**src/rtl/hex_fmt_pkg.sv**
```systemverilog
// ---------------------------------------------------------------------------
// hex_fmt_pkg
// Shared definitions for the hex ASCII formatter:
//   - state_t          : frame sequencing states (IDLE, DIGIT, CR, LF)
//   - ASCII_CR/ASCII_LF: line terminator bytes
//   - ASCII_ZERO, ASCII_UPPER_A, ASCII_LOWER_A : digit code bases
//   - nibble_to_ascii(): 4-bit value to ASCII hex digit, case selectable
// ---------------------------------------------------------------------------
package hex_fmt_pkg;

    typedef enum logic [1:0] {
        ST_IDLE  = 2'd0,
        ST_DIGIT = 2'd1,
        ST_CR    = 2'd2,
        ST_LF    = 2'd3
    } state_t;

    localparam logic [7:0] ASCII_CR      = 8'h0D;
    localparam logic [7:0] ASCII_LF      = 8'h0A;
    localparam logic [7:0] ASCII_ZERO    = 8'h30;
    localparam logic [7:0] ASCII_UPPER_A = 8'h41;
    localparam logic [7:0] ASCII_LOWER_A = 8'h61;

    // Values 0-9 map onto '0'..'9'; 10-15 map onto 'A'..'F' or 'a'..'f'.
    function automatic logic [7:0] nibble_to_ascii(
        input logic [3:0] nibble,
        input logic       uppercase
    );
        logic [7:0] w_base;
        logic [7:0] w_nib8;
        w_nib8 = {4'h0, nibble};
        if (nibble < 4'd10) begin
            nibble_to_ascii = ASCII_ZERO + w_nib8;
        end else begin
            w_base          = uppercase ? ASCII_UPPER_A : ASCII_LOWER_A;
            nibble_to_ascii = w_base + (w_nib8 - 8'd10);
        end
    endfunction

endpackage : hex_fmt_pkg

```
**src/rtl/hex_ascii_formatter.sv**
```systemverilog
// ---------------------------------------------------------------------------
// hex_ascii_formatter
// Takes one result word per frame on an AXI-Stream slave and emits it as
// DATA_WIDTH/4 ASCII hex digits (most-significant nibble first) on an
// AXI-Stream master, optionally followed by CR LF. Only one word is held at a
// time: the slave side is ready only while the block is idle.
//
// Parameters
//   DATA_WIDTH   : input word width, multiple of 4, >= 4
//   INCLUDE_CRLF : 1 -> append 8'h0D 8'h0A to every frame
//   UPPERCASE    : 1 -> digits A-F as 8'h41-8'h46, 0 -> 8'h61-8'h66
//
// Ports
//   aclk_i           in   clock, all flops on rising edge
//   rst_i            in   synchronous active-high reset
//   s_axis_tready_o  out  ready for a new word (high only in IDLE)
//   s_axis_tdata_i   in   result word
//   s_axis_tvalid_i  in   result word valid
//   s_axis_tlast_i   in   accepted and ignored
//   m_axis_tvalid_o  out  ASCII byte valid
//   m_axis_tdata_o   out  ASCII byte
//   m_axis_tlast_o   out  final byte of the frame
//   m_axis_tready_i  in   downstream ready
// ---------------------------------------------------------------------------
module hex_ascii_formatter
    import hex_fmt_pkg::*;
#(
    parameter int DATA_WIDTH   = 16,
    parameter int INCLUDE_CRLF = 1,
    parameter int UPPERCASE    = 1
) (
    input  logic                  aclk_i,
    input  logic                  rst_i,
    output logic                  s_axis_tready_o,
    input  logic [DATA_WIDTH-1:0] s_axis_tdata_i,
    input  logic                  s_axis_tvalid_i,
    input  logic                  s_axis_tlast_i,
    output logic                  m_axis_tvalid_o,
    output logic [7:0]            m_axis_tdata_o,
    output logic                  m_axis_tlast_o,
    input  logic                  m_axis_tready_i
);

    localparam int NDIG  = DATA_WIDTH / 4;
    localparam int IDX_W = (NDIG > 1) ? $clog2(NDIG) : 1;
    localparam logic [IDX_W-1:0] IDX_LAST = IDX_W'(NDIG - 1);

    // ------------------------------------------------------------------
    // Registered state
    // ------------------------------------------------------------------
    state_t                r_state;
    logic [IDX_W-1:0]      r_idx;
    logic [DATA_WIDTH-1:0] r_word;

    state_t                w_state_nxt;
    logic [IDX_W-1:0]      w_idx_nxt;
    logic [DATA_WIDTH-1:0] w_word_nxt;

    logic                  w_m_xfer;
    logic [DATA_WIDTH-1:0] w_word_shifted;
    logic [3:0]            w_nibble;

    // The upstream frame delimiter has no meaning here; every word is a frame.
    logic                  w_unused_tlast;
    assign w_unused_tlast = s_axis_tlast_i;

    // A downstream transfer is only possible while a byte is presented, so
    // tvalid is implied by the state tests in the next-state logic below.
    assign w_m_xfer = m_axis_tready_i;

    // Select the current digit by shifting it down to the bottom nibble.
    assign w_word_shifted = r_word >> {r_idx, 2'b00};
    assign w_nibble       = w_word_shifted[3:0];

    // ------------------------------------------------------------------
    // State register
    // ------------------------------------------------------------------
    // NOTE: state registers use non-blocking assignments so every flop
    // samples the pre-edge value of every other flop, matching hardware.
    always_ff @(posedge aclk_i) begin
        if (rst_i) begin
            r_state <= ST_IDLE;
            r_idx   <= '0;
            r_word  <= '0;
        end else begin
            r_state <= w_state_nxt;
            r_idx   <= w_idx_nxt;
            r_word  <= w_word_nxt;
        end
    end

    // ------------------------------------------------------------------
    // Next-state logic
    // ------------------------------------------------------------------
    // NOTE: every signal written here gets a default first; any path that
    // left one unassigned would infer a latch.
    always_comb begin
        w_state_nxt = r_state;
        w_idx_nxt   = r_idx;
        w_word_nxt  = r_word;

        unique case (r_state)
            ST_IDLE: begin
                if (s_axis_tvalid_i) begin
                    w_word_nxt  = s_axis_tdata_i;
                    w_idx_nxt   = IDX_LAST;
                    w_state_nxt = ST_DIGIT;
                end
            end
            ST_DIGIT: begin
                if (w_m_xfer) begin
                    if (r_idx != '0) begin
                        w_idx_nxt = r_idx - 1'b1;
                    end else if (INCLUDE_CRLF != 0) begin
                        w_state_nxt = ST_CR;
                    end else begin
                        w_state_nxt = ST_IDLE;
                    end
                end
            end
            ST_CR: begin
                if (w_m_xfer) begin
                    w_state_nxt = ST_LF;
                end
            end
            ST_LF: begin
                if (w_m_xfer) begin
                    w_state_nxt = ST_IDLE;
                end
            end
            default: begin
                w_state_nxt = ST_IDLE;
            end
        endcase
    end

    // ------------------------------------------------------------------
    // Output decode: a function of registered state only, so downstream
    // tready never reaches s_axis_tready_o or m_axis_tvalid_o.
    // ------------------------------------------------------------------
    always_comb begin
        s_axis_tready_o = 1'b0;
        m_axis_tvalid_o = 1'b0;
        m_axis_tdata_o  = 8'h00;
        m_axis_tlast_o  = 1'b0;

        unique case (r_state)
            ST_IDLE: begin
                s_axis_tready_o = 1'b1;
            end
            ST_DIGIT: begin
                m_axis_tvalid_o = 1'b1;
                m_axis_tdata_o  = nibble_to_ascii(w_nibble, UPPERCASE != 0);
                m_axis_tlast_o  = (INCLUDE_CRLF == 0) && (r_idx == '0);
            end
            ST_CR: begin
                m_axis_tvalid_o = 1'b1;
                m_axis_tdata_o  = ASCII_CR;
            end
            ST_LF: begin
                m_axis_tvalid_o = 1'b1;
                m_axis_tdata_o  = ASCII_LF;
                m_axis_tlast_o  = 1'b1;
            end
            default: begin
                s_axis_tready_o = 1'b0;
            end
        endcase
    end

endmodule : hex_ascii_formatter

```
**config.mk**
```make
export PLATFORM = sky130hd
export DESIGN_NAME = hex_ascii_formatter
export DESIGN_NICKNAME = d
export VERILOG_FILES = /design/src/rtl/hex_fmt_pkg.sv /design/src/rtl/hex_ascii_formatter.sv
export SDC_FILE = /design/constraint.sdc
export NUM_CORES = 1
export LEC_CHECK = 0
export CELL_PAD_IN_SITES_DETAIL_PLACEMENT = 0
export CELL_PAD_IN_SITES_GLOBAL_PLACEMENT = 1
export CORE_MARGIN = 2
export CORE_UTILIZATION = 34
export DETAILED_ROUTE_END_ITERATION = 10
export PLACE_DENSITY_LB_ADDON = 0.1
export SLEW_MARGIN = 30
export SYNTH_ARGS = -nofsm -noshare
export SYNTH_HDL_FRONTEND = slang
export SYNTH_SLANG_ARGS = --single-unit
export TNS_END_PERCENT = 5
```
**constraint.sdc**
```tcl
create_clock -name aclk_i -period 3.7 [get_ports aclk_i]
set_clock_uncertainty 0.05 [all_clocks]
set_input_delay 1.11 -clock aclk_i [delete_from_list [all_inputs] [get_ports aclk_i]]
set_output_delay 1.11 -clock aclk_i [all_outputs]
set_load 0.01 [all_outputs]
```
### Word-level counts from Yosys, hierarchy flattened

Cells that the tools add are included.

* bits in registers: 20
* input bits: 21
* output and inout bits: 11

* $add $sub $neg: 4
* magnitude comparators: 1
* eq/ne operators: 9
* shifts and indexed selects: 1
* multiplexer cells: 15
* reductions and logical operators: 7

Operator list (count)
* $pmux 8 s3: 1
* $mux 2: 8
* $shr 16x4->4: 1
* $ne 2x2->1 const B: 6
* $add 7x8->8 const A: 1
* $mux 8: 1
* $pmux 2 s4: 1
* $add 6x4->7 const A: 1
* $reduce_and 5->1: 1
* $sub 4x4->5 const B: 1
* $eq 2x2->1 const B: 2
* $lt 4x4->1 const B: 1
* $pmux 2 s2: 1
* $reduce_and 4->1: 1
* $reduce_bool 2->1: 2
* $mux 1: 3
* $reduce_or 3->1: 1
* $eq 2x1->1 const B: 1
* $logic_not 2->1: 1
* $reduce_and 2->1: 1
* $sub 2x1->2 const B: 1

### Depth between registers and ports, before layout

Gate-level depths: netlist of run 1.

* word-level depth: 5
* gate-level depth with buffers: 10
* depth with buffers taken out: 9

### Least setup slack after synthesis of run 1

Ideal clock, no wire load.

* kind: reg-to-output
* start: reg r_idx[0]
* end: out m_axis_tdata_o[6]
* arrival: 2.024 ns
* path slack: 0.516 ns
* stages on the path, launching flop included: 9
* cells stage by stage: dfxtp_1 -> buf_6 -> mux4_2 -> inv_1 -> ha_1 -> inv_1 -> ha_1 -> nand3b_1 -> a211oi_1

* cells in the longest elaborated chain, start to end: 5

Ends and longest elaborated chain
* start, declared: RTL line hex_ascii_formatter.sv:52 `logic [IDX_W-1:0] r_idx;`
* start signal, assigned: RTL line hex_ascii_formatter.sv:87 `r_idx <= w_idx_nxt;`
* $shr 16x4->4 *: RTL line hex_ascii_formatter.sv:72 `assign w_word_shifted = r_word >> {r_idx, 2'b00};`
* $sub 4x4->5: RTL line hex_fmt_pkg.sv:36 `nibble_to_ascii = w_base + (w_nib8 - 8'd10);`
* $add 7x8->8: RTL line hex_fmt_pkg.sv:36
* $mux 8 *: RTL line hex_fmt_pkg.sv:32 `if (nibble < 4'd10) begin`
* $pmux 8 s3 *: RTL line hex_ascii_formatter.sv:147 `unique case (r_state)`
* end, declared: RTL line hex_ascii_formatter.sv:39 `output logic [7:0] m_axis_tdata_o,`

Mark *: on every way between the ends. The rest lies on a longest branch, timed or not.

### Worst setup path after layout of run 1

Same ends and word-level chain as after synthesis.

==> results of run 1 <==
==> what timing repair did <==
action                                  4_1_cts  5_1_grt
hold buffers                                  0        0
gates resized for setup                      12        5
gates cloned                                  0        0
endpoints found under the setup margin        7        2
pin swaps                                     0        0
==> sequential cells by signal, indices dropped and copies added, names as in the netlist <==
register  cells
r_idx         2
r_state       2
r_word       16
==> per-stage QoR <==
| stage | utilization, % | std cells |
|---|---|---|
| 6_report | 48.1 | 225 |
| 5_1_grt | 48.1 | 225 |
| 4_1_cts | 48.0 | 225 |
| 3_5_place_dp | 46.3 | 221 |
| 3_3_place_gp | 46.3 | 221 |
| 2_1_floorplan | - | 147 |
==> tightest hold or removal path: stages, from the launching register on <==
cell and delay, ns:
dfxtp_1 0.33, nand2_1 0.05, a21oi_1 0.05
==> per-layer routing <==
metal	vias to the layer above	track usage, %	wire length [um]
met5	-	0	0
met4	0	5.71	36
met3	4	2.68	122
met2	25	23.4	1230
met1	481	16.5	1220
li1	563	-	-
==> power by group through the flow <==
stage | registers [mW] | clock network [mW] | logic (mW)
3_3_place_gp | 0.322 | 0 | 0.651
6_report | 0.322 | 0.178 | 0.667
2_1_floorplan | 0.304 | 0 | 0.455
3_5_place_dp | 0.324 | 0 | 0.663
4_1_cts | 0.324 | 0.184 | 0.669
5_1_grt | 0.334 | 0.192 | 0.749
==> kinds of logic (layout without fill, tap and decap cells) <==
group	Yosys count	in the layout
muxes	8	8
other	1	1
adders and majority gates	10	10
buffers and inverters	20	52
AOI/OAI and AO/OA	35	35
DFF	20	20
and+or+nand+nor	50	50
xor gates and xnor gates	3	3
==> cell type report <==
cell class / count / area, um^2 / share of cell area [%]
Timing Repair Buffer: 36 / 332 / 20.5
Inverter: 12 / 45.0 / 2.78
Sequential cell: 20 / 404 / 25.0
Tap cell: 46 / 57.6 / 3.56
Multi-Input combinational cell: 107 / 727 / 44.9
Clock inverter: 1 / 30.0 / 1.86
Clock buffer: 3 / 22.5 / 1.39
==> layout by cell type, fill, tap and decap left out, drive strengths merged, types with 4 or more instances in the layout <==
cell / n
a211oi: 4
a21oi: 21
buf: 7
clkbuf: 4
clkdlybuf4s50: 22
dfxtp: 20
dlygate4sd2: 5
ha: 10
inv: 12
mux4: 4
nand2: 39
o21ai: 4
==> worst max-delay path by stage <==
stage	cells after the start	endpoint
after CTS	9	m_axis_tdata_o[4]
after floorplan	8	m_axis_tdata_o[6]
after global placement	9	m_axis_tdata_o[4]
final	8	m_axis_tdata_o[6]
after detailed placement	9	m_axis_tdata_o[4]
after global routing	9	m_axis_tdata_o[1]
==> run summary, run 1 <==
Status: completed
CP Launch Type: register
Gpl congestion: 0.744
Final-stage net count: 211
Hold EP: r_word[15]
Seq/Total Area, Yosys: 33.4%
Routed wire length: 2610 um
Post-synth EDFFs: 0
Yosys Warn Count: 0
Clock latency on the worst-skew pair: 0.30 ns
Critical-path top delay cell: mux4_2
PwrDens: 721 nW/um^2
Synth Instances: 147
Routed WL per cell: 11.6 um
Die Area: 4020 um^2
Count leader, synth: nand2_1
IO Pins: 32
Most frequent CP cell: inv_1
Crit path max-delay family: multiplexers
Switching Fraction: 39.6%
Synth Area in XOR/XNOR: 2.19%
Worst slew pin tran: 0.763 ns
Total design power: 1.17 mW
Row count: 21
Max Freq: 0.281 GHz
Ys flop type: dfxtp_1
Maximum VDD drop: 0.223 mV
Largest area contributor in the netlist: dfxtp_1
Initial core utilization: 35.6%
Kind of critical path: register to primary output
GRT Residual Overflow: 0
Sink Count: 20
Root Driver: clkbuf_4
Critical R2R Launch: r_state[1]
Critical-path cell list: mux4_2 > inv_1 > ha_1 > inv_1 > ha_4 > nand3b_1 > a211oi_1 > dlygate4sd2_1
Via/cell ratio: 4.77
Post-synth top cells: nand2_1 (39), a21oi_1 (21), dfxtp_1 (20), inv_1 (12), ha_1 (10)
First-pass iteration count of the detailed router: 4
IO Port Bufs: 29
Maxcap violations: 0
Synth unique cells: 31
Worst reg2reg setup slack: 1.84 ns
Post-Synth Simple-Gate Area: 17.4%
Layout cells sized above 1: 13.4%
Clock network power share: 15.3%
Int Pwr: 0.705 mW
CTS Buf Count: 3
RSZ-0062 raised after global routing: false
Hold_ws: 0.413 ns
Dpl cell area: 1560 um^2
Die W: 63.4 um
Die Ht: 63.4 um
FILL cells: 372
Max incr delay on CP: 0.51 ns
Part of the power in registers: 27.6%
Via Count: 1073
Flops & latches, synth: 20
Area Overhead vs Synth: 35.0%
Compound-Gate Fraction of Synth Area: 17.7%
Syn_nets: 178
Tmin final: 3.56 ns
CP Max Fanout: 4
Reg2reg end: r_state[0]
CORE AREA: 3360 um^2
Worst relative slew slack: 49.0%
Vias in the first global route: 1026
Max Slew Vio Count: 0
DRT antenna net count: 0
Diodes inserted: 0
Mean Syn Cell Area: 8.15 um^2
Final setup violating endpoints: 0
Top post-synthesis cells by area: dfxtp_1 (33%), nand2_1 (12%), ha_1 (10%)
Setup Buffers After CTS: 0
Total GRT Usage: 13.6%
Remaining DRCs: 0
Worst Path Arrival: 2.40 ns
First-pass GRT wire length: 4400 um
WHS Path Cells: 2
DP Worst Slack: 0.00961 ns
DRC marker count from the first detailed-route iteration: 51
Worst Hold Launch: r_word[15]
Setup TNS: 0 ns
Crit path buf inv count: 3
Initial antenna violation count: 0
Worst setup EP type: primary output
Final Hold Fails: 0
Ys async rst share: 0%
Adder-Cell Fraction of Synth Area: 10.4%
Power share of the combinational group: 57.2%
Clock transition at the registers of the reported paths: 0.12 ns
Largest family of logic cells by synthesized area: compound AO/OA/AOI/OAI gates
Worst EP required: 2.54 ns
Synth top area share: 33.4%
TritonCTS clock tree: done
LEAKAGE: 0.665 nW
Final HPWL DP: 1960 um
Cell area after synthesis: 1200 um^2
Htree depth: 1
Worst hold path class: register to register
Final Cell Area: 1620 um^2
Period utilization: 96.2%
Smallest setup slack after layout: 0.139 ns
Clock buffer depth: 2
Reg2reg path depth: 6
Mux cell area share after synthesis: 11.3%
Pin count of the biggest net entering global routing: 21
Setup crit start: r_idx[0]
Sw power: 0.462 mW
Power figures use the tool's default switching activity.
==> run 2: changes to the inputs <==
--- a/config.mk
+++ b/config.mk
@@ -5,10 +5,11 @@
 export SDC_FILE = /design/constraint.sdc
 export NUM_CORES = 1
 export LEC_CHECK = 0
+export ABC_AREA = 1
 export CELL_PAD_IN_SITES_DETAIL_PLACEMENT = 0
 export CELL_PAD_IN_SITES_GLOBAL_PLACEMENT = 1
 export CORE_MARGIN = 2
-export CORE_UTILIZATION = 34
+export CORE_UTILIZATION = 33
 export DETAILED_ROUTE_END_ITERATION = 10
 export PLACE_DENSITY_LB_ADDON = 0.1
 export SLEW_MARGIN = 30
==> run 2 against run 1 <==
Effect of this change:
- wire length increased by 2.7%
- critical path depth increased by 1
- non-clock buffer count decreased by 3
- clock power decreased by 6%
- cell area increased by 2.1%
- register-to-register slack improved by 0.11 ns
==> run summary, run 2 <==
Status: completed
Count leader, synth: nor2_1
Maxcap violations: 0 (unchanged)
LEAKAGE: 0.724 nW (+8.9%)
Root Driver: clkbuf_8
CP Max Fanout: 6 (+2)
Mean Syn Cell Area: 6.93 um^2 (-15%)
Period utilization: 95.6% (-0.62 points)
First-pass iteration count of the detailed router: 4 (unchanged)
Largest area contributor in the netlist: dfxtp_1
Final-stage net count: 243 (+15%)
Die Area: 4260 um^2 (+6.2%)
Ys flop type: dfxtp_1
CORE AREA: 3630 um^2 (+8.0%)
Clock transition at the registers of the reported paths: 0.07 ns (-0.05 ns)
Crit path max-delay family: buffers and inverters
Vias in the first global route: 1169 (+14%)
# hold bufs at CTS: 0 (unchanged)
Clock latency on the worst-skew pair: 0.26 ns (-0.04 ns)
Max incr delay on CP: 0.55 ns (+0.04 ns)
Worst EP required: 2.54 ns (about the same)
Final Hold Fails: 0 (unchanged)
IO Pins: 32 (unchanged)
DRT antenna net count: 0 (unchanged)
Gpl congestion: 0.782 (+5.2%)
Critical-path cell list: inv_2 > nand3_1 > nand2_2 > buf_4 > ha_1 > xnor2_1 > o2111ai_1 > o21ai_0 > clkdlybuf4s50_1
DRC marker count from the first detailed-route iteration: 51 (unchanged)
Clock buffer depth: 2 (unchanged)
Pin count of the biggest net entering global routing: 20 (-4.8%)
Largest registers: r_word: 16 flops, r_idx: 2 flops, r_state: 2 flops
Post-synth EDFFs: 0 (unchanged)
Initial core utilization: 34.1% (-1.5 points)
Most common cell after layout, fill and taps aside: nor2_1
Most frequent cells in the layout: nor2_1 (35), clkdlybuf4s50_1 (26), nand2_1 (24), dfxtp_1 (20), o21ai_0 (19)
Final Cell Area: 1650 um^2 (+2.1%)
First-pass GRT wire length: 4820 um (+9.7%)
Flops & latches, synth: 20 (unchanged)
Dpl cell area: 1570 um^2 (+0.64%)
Part of the power in registers: 23.5% (-4.1 points)
Clock network power share: 11.7% (-3.6 points)
Via/cell ratio: 4.68 (-1.8%)
Int Pwr: 0.772 mW (+9.6%)
Sw power: 0.659 mW (+43%)
Setup crit start: r_idx[1]
Worst Path Arrival: 2.38 ns (-0.02 ns)
Max Freq: 0.283 GHz (+0.65%)
PwrDens: 867 nW/um^2 (+20%)
Tmin final: 3.54 ns (-0.0231 ns)
Htree depth: 1 (unchanged)
Synth unique cells: 28 (-9.7%)
TritonCTS clock tree: done
Initial antenna violation count: 0 (unchanged)
Post-synth top cells: nor2_1 (35), nand2_1 (24), dfxtp_1 (20), o21ai_0 (19), inv_1 (14)
Remaining DRCs: 0 (unchanged)
Maximum VDD drop: 0.282 mV (+26%)
Diodes inserted: 0 (unchanged)
Max Slew Vio Count: 0 (unchanged)
Total GRT Usage: 14.2% (+0.54 points)
Switching Fraction: 46.0% (+6.4 points)
Top post-synthesis cells by area: dfxtp_1 (32%), nor2_1 (11%), ha_1 (10%)
Synth top area share: 32.3% (-1.1 points)
Seq/Total Area, Yosys: 32.3% (-1.1 points)
CTS Buf Count: 3 (unchanged)
Crit path buf inv count: 3 (unchanged)
GRT Residual Overflow: 0 (unchanged)
Critical-path top delay cell: clkdlybuf4s50_1
Via Count: 1213 (+13%)
Final setup violating endpoints: 0 (unchanged)
Largest register FFs: 16 (unchanged)
Worst Hold Launch: r_word[11]
Sink Count: 20 (unchanged)
CP Launch Type: register
Ys async rst share: 0% (unchanged)
Worst hold path class: register to register
Yosys Warn Count: 0 (unchanged)
Syn_nets: 210 (+18%)
Biggest register: r_word
Critical R2R Launch: r_state[0]
Routed WL per cell: 10.3 um (-11%)
RSZ-0062 raised after global routing: false
Die W: 65.3 um (+3.0%)
Area Overhead vs Synth: 33.2%
Synth Instances: 179 (+22%)
Die Ht: 65.3 um (+3.0%)
Layout cells sized above 1: 14.7% (+1.3 points)
Cell area after synthesis: 1240 um^2 (+3.4%)
Routed wire length: 2680 um (+2.7%)
Row count: 22 (+4.8%)
Final HPWL DP: 2080 um (+6.1%)
Worst setup EP type: primary output
IO Port Bufs: 29 (unchanged)
Setup TNS: 0 ns (unchanged)
Power share of the combinational group: 64.8% (+7.6 points)
Kind of critical path: register to primary output
-- run 2: tightest hold or removal path, cell delays in order (launching register included) --
cell and delay [ns]:
dfxtp_1 0.30, inv_1 0.07, a21oi_1 0.06
-- run 2: kinds of logic (layout without fill, tap and decap cells) --
kind of cell               after synthesis  after routing  share of synthesized area (%)
adders and majority gates               10             10                           10.1
and+or+nand+nor                         83             83                           29.8
xor gates and xnor gates                 2              2                           1.41
AOI/OAI and AO/OA                       37             37                           16.8
buffers and inverters                   26             58                           9.39
other                                    1              1                          0.302
DFF                                     20             20                           32.3
-- run 2: what timing repair did --
action | CTS | global route
cloned | 0 | 0
gates resized for setup | 3 | 3
setup buffers | 0 | 2
pin swaps | 0 | 1
hold endpoints to repair | 0 | 0
setup endpoints to repair | 3 | 5
-- run 2: final timing paths --
path,slack [ns],to,depth (start not counted)
worst max-delay path,0.16,m_axis_tdata_o[2],9
worst max register to register,1.95,r_word[6],6
worst min-delay path,0.43,r_word[11],2
worst min register to register,0.43,r_word[11],2
-- run 2: power groups by stage --
| stage | clock (mW) | combinational (mW) | sequential, mW |
|---|---|---|---|
| 6_report | 0.168 | 0.928 | 0.336 |
| 5_1_grt | 0.182 | 1.06 | 0.349 |
| 3_5_place_dp | 0 | 0.903 | 0.342 |
| 4_1_cts | 0.170 | 0.911 | 0.337 |
| 3_3_place_gp | 0 | 0.888 | 0.340 |
| 2_1_floorplan | 0 | 0.665 | 0.328 |
-- run 2: through the flow --
stage	setup WS (ns)	utilization, %	hold WS, ns	power, mW	cells
finish	0.163	45.5	0.430	1.43	259
CTS	-0.00285	44.7	0.434	1.42	257
floorplan	0.836	-	0.398	0.993	179
detailed placement	0.234	43.1	0.423	1.24	253
global placement	0.226	43.1	0.418	1.23	253
global route	0.00325	45.5	0.467	1.59	259
-- run 2: cell type report --
type,instances,area [um^2]
Inverter,21,78.8
Tap cell,48,60.1
Timing Repair Buffer,33,324
Sequential cell,20,400
Multi-Input combinational cell,133,733
Fill cell,404,1980
Clock buffer,4,55.1
-- run 2: per-layer routing --
metal	global-route usage, %	vias up	routed length (um)
li1	-	646	-
met1	16.3	541	1210
met2	26.5	22	1330
met3	2.05	4	109
met4	4.69	0	26
met5	0	-	0
==> variant 1 (flow settings as in run 2) <==
Re-encode `state_t` (4 states) as one-hot, 4 bits wide.
--- a/src/rtl/hex_fmt_pkg.sv
+++ b/src/rtl/hex_fmt_pkg.sv
@@ -10,7 +10,7 @@
 
-    typedef enum logic [1:0] {
-        ST_IDLE  = 2'd0,
-        ST_DIGIT = 2'd1,
-        ST_CR    = 2'd2,
-        ST_LF    = 2'd3
+    typedef enum logic [3:0] {
+        ST_IDLE  = 4'b0001,
+        ST_DIGIT = 4'b0010,
+        ST_CR    = 4'b0100,
+        ST_LF    = 4'b1000
     } state_t;
Check against the original RTL: same outputs for any inputs over 10 cycles, from zero or initial values and one cycle with rst_i high; not proved beyond that.
==> variant 1 against run 2 <==
Area after synthesis up 23%; design area rose by 18%; sequential share of layout area decreased by 1.6 points; critical path depth is 4 higher; wire length increased by 25%; sequential cell count is 2 higher; die area increased by 21%; power fell by 0.73%; worst setup slack better by 0.29 ns; sequential power up 4%; largest cell class unchanged; highest routed layer unchanged.
==> variant 1: results (changes against run 2) <==
set qor(fp.coreArea_um2) 4384 ;# +21%
set qor(synth_seq_area_share_pct) 29.00 ;# -3.3 points
set qor(r2r_setup_slack_ns) 2.29 ;# +0.34 ns
set qor(worst-endpoint-arrival_ns) 2.09 ;# -0.29 ns
set qor(grt_first_pass_wirelength_mm) 6.072 ;# +26%
set qor(status) {completed}
set qor(layout-drive-gt1-share_pct) 23.05 ;# +8.4 points
set qor(netlist_top_cells_area) {sky130_fd_sc_hd__dfxtp_1 29%, sky130_fd_sc_hd__nand2_1 15%, sky130_fd_sc_hd__nand3_1 8.6%}
set qor(synthAdderAreaFrac_pct) 4.119 ;# -6.0 points
set qor(met3RoutedLength_um) 119 ;# +9.2%
set qor(placedCellCount) 291 ;# +15%
set qor(largest_delay_share_family_worst_path) {simple AND/OR/NAND/NOR gates}
set qor(final.fill_count) 484 ;# +20%
set qor(end_point_of_the_critical_path) {m_axis_tdata_o[4]}
set qor(synth-compound-area-share_pct) 12.60 ;# -4.1 points
set qor(post_synth_most_frequent_cells) {60 x sky130_fd_sc_hd__nand2_1, 26 x sky130_fd_sc_hd__nand3_1, 22 x sky130_fd_sc_hd__dfxtp_1, 20 x sky130_fd_sc_hd__inv_1, 13 x sky130_fd_sc_hd__nand3_2}
set qor(path_clk_slew_ns) 0.09 ;# +0.02 ns
set qor(worst_r2r_path_depth) 10 ;# +4
set qor(leakage_nw) 0.9714 ;# +34%
set qor(reg2reg_to) {r_state[1]$_SDFFE_PP0P_}
set qor(timing.critical_path.slowest_cell_delay_ns) 0.35 ;# -0.20 ns
set qor(whs_ns) 0.4223 ;# -0.007772 ns
set qor(min_delay_worst_endpoint) {r_word[15]$_SDFFE_PP0P_}
set qor(number_of_global_route_vias_before_repair) 1415 ;# +21%
set qor(startpoint) {r_idx[0]$_SDFFE_PP0P_}
set qor(use_met1_pct) 17.58 ;# +1.3 points
set qor(vdd_ir_drop_max_mv) 0.2785 ;# -1.2%
set qor(final.period_utilization_pct) 87.81 ;# -7.8 points
set qor(net_count_after_synthesis) 238 ;# +13%
set qor(nNetsFinal) 270 ;# +11%
## variant 1: changes by cell type after synthesis, moves of 4 or more
cell                      change
sky130_fd_sc_hd__ha_1         -5
sky130_fd_sc_hd__inv_1        +6
sky130_fd_sc_hd__nand3_1     +17
sky130_fd_sc_hd__nand2_1     +36
sky130_fd_sc_hd__nor2_1      -26
sky130_fd_sc_hd__o21ai_0     -18
sky130_fd_sc_hd__a21oi_1      +4
sky130_fd_sc_hd__nand3_2     +11
sky130_fd_sc_hd__a21oi_2      +9
sky130_fd_sc_hd__inv_2        -4
## variant 1: tightest hold or removal path, delay by kind of cell, from the launching register on
| kind | cells | cell delay, ns |
|---|---|---|
| simple gates | 1 | 0.06 |
| compound gates | 1 | 0.05 |
| flops | 1 | 0.32 |
## variant 1: report_power, final
part / switching (W) / total (W) / leakage [nW] / internal (W)
sequential: 0.0000487 / 0.000351 / 0.180 / 0.000302
combinational: 0.000512 / 0.000842 / 0.755 / 0.000330
clock: 0.0000830 / 0.000228 / 0.0357 / 0.000145
## variant 1: metrics by stage
stage | area [µm²] | power, W
after floorplan | 1519 | 0.001023
after global placement | 1843 | 0.001212
after detailed placement | 1843 | 0.001210
after CTS | 1919 | 0.001446
after global routing | 1942 | 0.001567
final | 1942 | 0.001421
## variant 1: final cells by class
class | count | area share (%)
inverter | 25 | 5.348
timing repair buffer | 35 | 18.17
multi-input combinational | 157 | 46.78
tap | 52 | 3.351
sequential | 22 | 22.68
clock buffer | 3 | 2.126
clock inverter | 1 | 1.546
## variant 1: what timing repair did
action	in CTS	in global routing
resized for setup	1	9
endpoints found under the setup margin	2	7
setup buffers	0	0
hold buffers	0	0
gates cloned	0	0
hold endpoints to repair	0	0
pin swaps	0	0
==> variant 2 (flow settings as in run 2) <==
Made on the original files. Change the parameter `DATA_WIDTH` from 16 to 32.
--- a/src/rtl/hex_ascii_formatter.sv
+++ b/src/rtl/hex_ascii_formatter.sv
@@ -27,3 +27,3 @@
 #(
-    parameter int DATA_WIDTH   = 16,
+    parameter int DATA_WIDTH   = 32,
     parameter int INCLUDE_CRLF = 1,
Ports: changed (resized s_axis_tdata_i); port bits go from 32 to 48. The function was not compared with the original's and may differ.
==> variant 2 against run 2 <==
Die area rose by 58%; via count rose by 60%; design area rose by 66%; critical path type unchanged; fmax rose by 0.14%; sequential share of layout area rose by 3.0 points; non-clock buffer count rose by 30; sequential cell count rose by 17; largest cell class unchanged; area after synthesis rose by 63%; power rose by 66%; worst setup slack improved by 0.0048 ns; wire length rose by 85%.
==> variant 2: results (changes against run 2) <==
set qor(final.fill_count) 651 ;# +61%
set qor(cts-buffers-inserted) 5 ;# +2
set qor(startpoint) {r_idx[0]$_SDFFE_PP0P_}
set qor(reg_top3) {r_word (32), r_idx (3), r_state (2)}
set qor(finish.cell_count_without_fillers) 421 ;# +63%
set qor(layout-drive-gt1-share_pct) 16.18 ;# +1.5 points
set qor(net_count_after_synthesis) 338 ;# +61%
set qor(hp-start) {r_word[5]$_SDFFE_PP0P_}
set qor(post_synth_most_frequent_cells) {74 x sky130_fd_sc_hd__nand2_1, 37 x sky130_fd_sc_hd__dfxtp_1, 37 x sky130_fd_sc_hd__nor2_1, 28 x sky130_fd_sc_hd__a21oi_1, 21 x sky130_fd_sc_hd__inv_1}
set qor(post-place-ws_ns) -0.07015 ;# -0.3043 ns
set qor(placedCellCount) 414 ;# +64%
set qor(vdd_ir_drop_max_mv) 0.3478 ;# +23%
set qor(clock_network_power_consumption_w) 0.000288 ;# +71%
set qor(grt_start_max_net_pins) 38 ;# +90%
set qor(synth_cell_type_count) 31 ;# +11%
set qor(nNetsFinal) 393 ;# +62%
set qor(dp.final_hpwl_mm) 3.518 ;# +69%
set qor(status) {completed}
set qor(seq_power_share_pct) 23.8 ;# +0.3 points
set qor(io_buffer_count) 45 ;# +55%
set qor(worst_path_cell_with_the_longest_stage_delay) {sky130_fd_sc_hd__dfxtp_4}
set qor(leakage_nw) 1.134 ;# +57%
set qor(achievable-frequency_mhz) 283.1 ;# +0.14%
set qor(first_iter_violations) 75 ;# +47%
set qor(syn_area_cell_um2) 6.931 ;# about the same
set qor(area_delta_synth_final_pct) 35.86
set qor(gp_congestion) 0.8039 ;# +2.7%
set qor(drt-pass1-iter-count) 4 ;# unchanged
set qor(grt_first_pass_wirelength_mm) 7.962 ;# +65%
set qor(htreeDepth) 2 ;# +1
set qor(post-layout-total-power_w) 0.002373 ;# +66%
set qor(synth_seq_area_share_pct) 36.72 ;# +4.4 points
set qor(routed-via-count) 1939 ;# +60%
set qor(wirelength_mm) 4.963 ;# +85%
set qor(number_of_global_route_vias_before_repair) 1786 ;# +53%
set qor(global_route.usage.total_pct) 15.48 ;# +1.3 points
set qor(netlist_top_cells_area) {sky130_fd_sc_hd__dfxtp_1 37%, sky130_fd_sc_hd__nand2_1 14%, sky130_fd_sc_hd__a21oi_1 6.9%}
## variant 2: worst paths after layout
kind / endpoint / slack [ns] / cells past startpoint
max: m_axis_tdata_o[6] / 0.17 / 15
min: r_word[5]$_SDFFE_PP0P_ / 0.41 / 2
max reg2reg: r_word[8]$_SDFFE_PP0P_ / 1.76 / 7
min reg2reg: r_word[5]$_SDFFE_PP0P_ / 0.41 / 2
## variant 2: layout make-up
cell class | count | area share [%]
multi-input combinational | 214 | 41.28
sequential | 37 | 27.21
timing repair buffer | 63 | 21.42
inverter | 25 | 3.516
tap | 75 | 3.425
clock buffer | 7 | 3.151
## variant 2: kinds of logic (layout without fill, tap and decap cells)
kind of cell	count (synthesis)	after routing	share of synthesized area [%]
XOR/XNOR	2	2	0.8686
AND/OR/NAND/NOR	140	140	28.85
flip-flops	37	37	36.72
adder cells (fa/ha/maj)	10	10	6.203
AO/OA/AOI/OAI	61	61	17.56
other	1	1	0.1859
buffers and inverters	40	95	9.616
## variant 2: per-layer routing
metal | up-vias | global-route usage [%] | wire (µm)
met5 | - | 0 | 0
met4 | 0 | 6.167 | 78
met3 | 8 | 3.804 | 178
met2 | 31 | 25.32 | 2202
met1 | 846 | 19.44 | 2503
li1 | 1054 | - | -
## variant 2: worst max-delay path, delay by kind of cell (launching register included)
family / cells / cell delay [ns]
buf+inv: 5 / 0.46
fa+ha+maj: 2 / 0.40
compound gates: 1 / 0.08
flops: 1 / 0.37
simple gates: 7 / 0.78
## variant 2: repair_timing
item | CTS | global route
resized for setup | 11 | 21
setup endpoints to repair | 7 | 6
pin swaps | 1 | 5
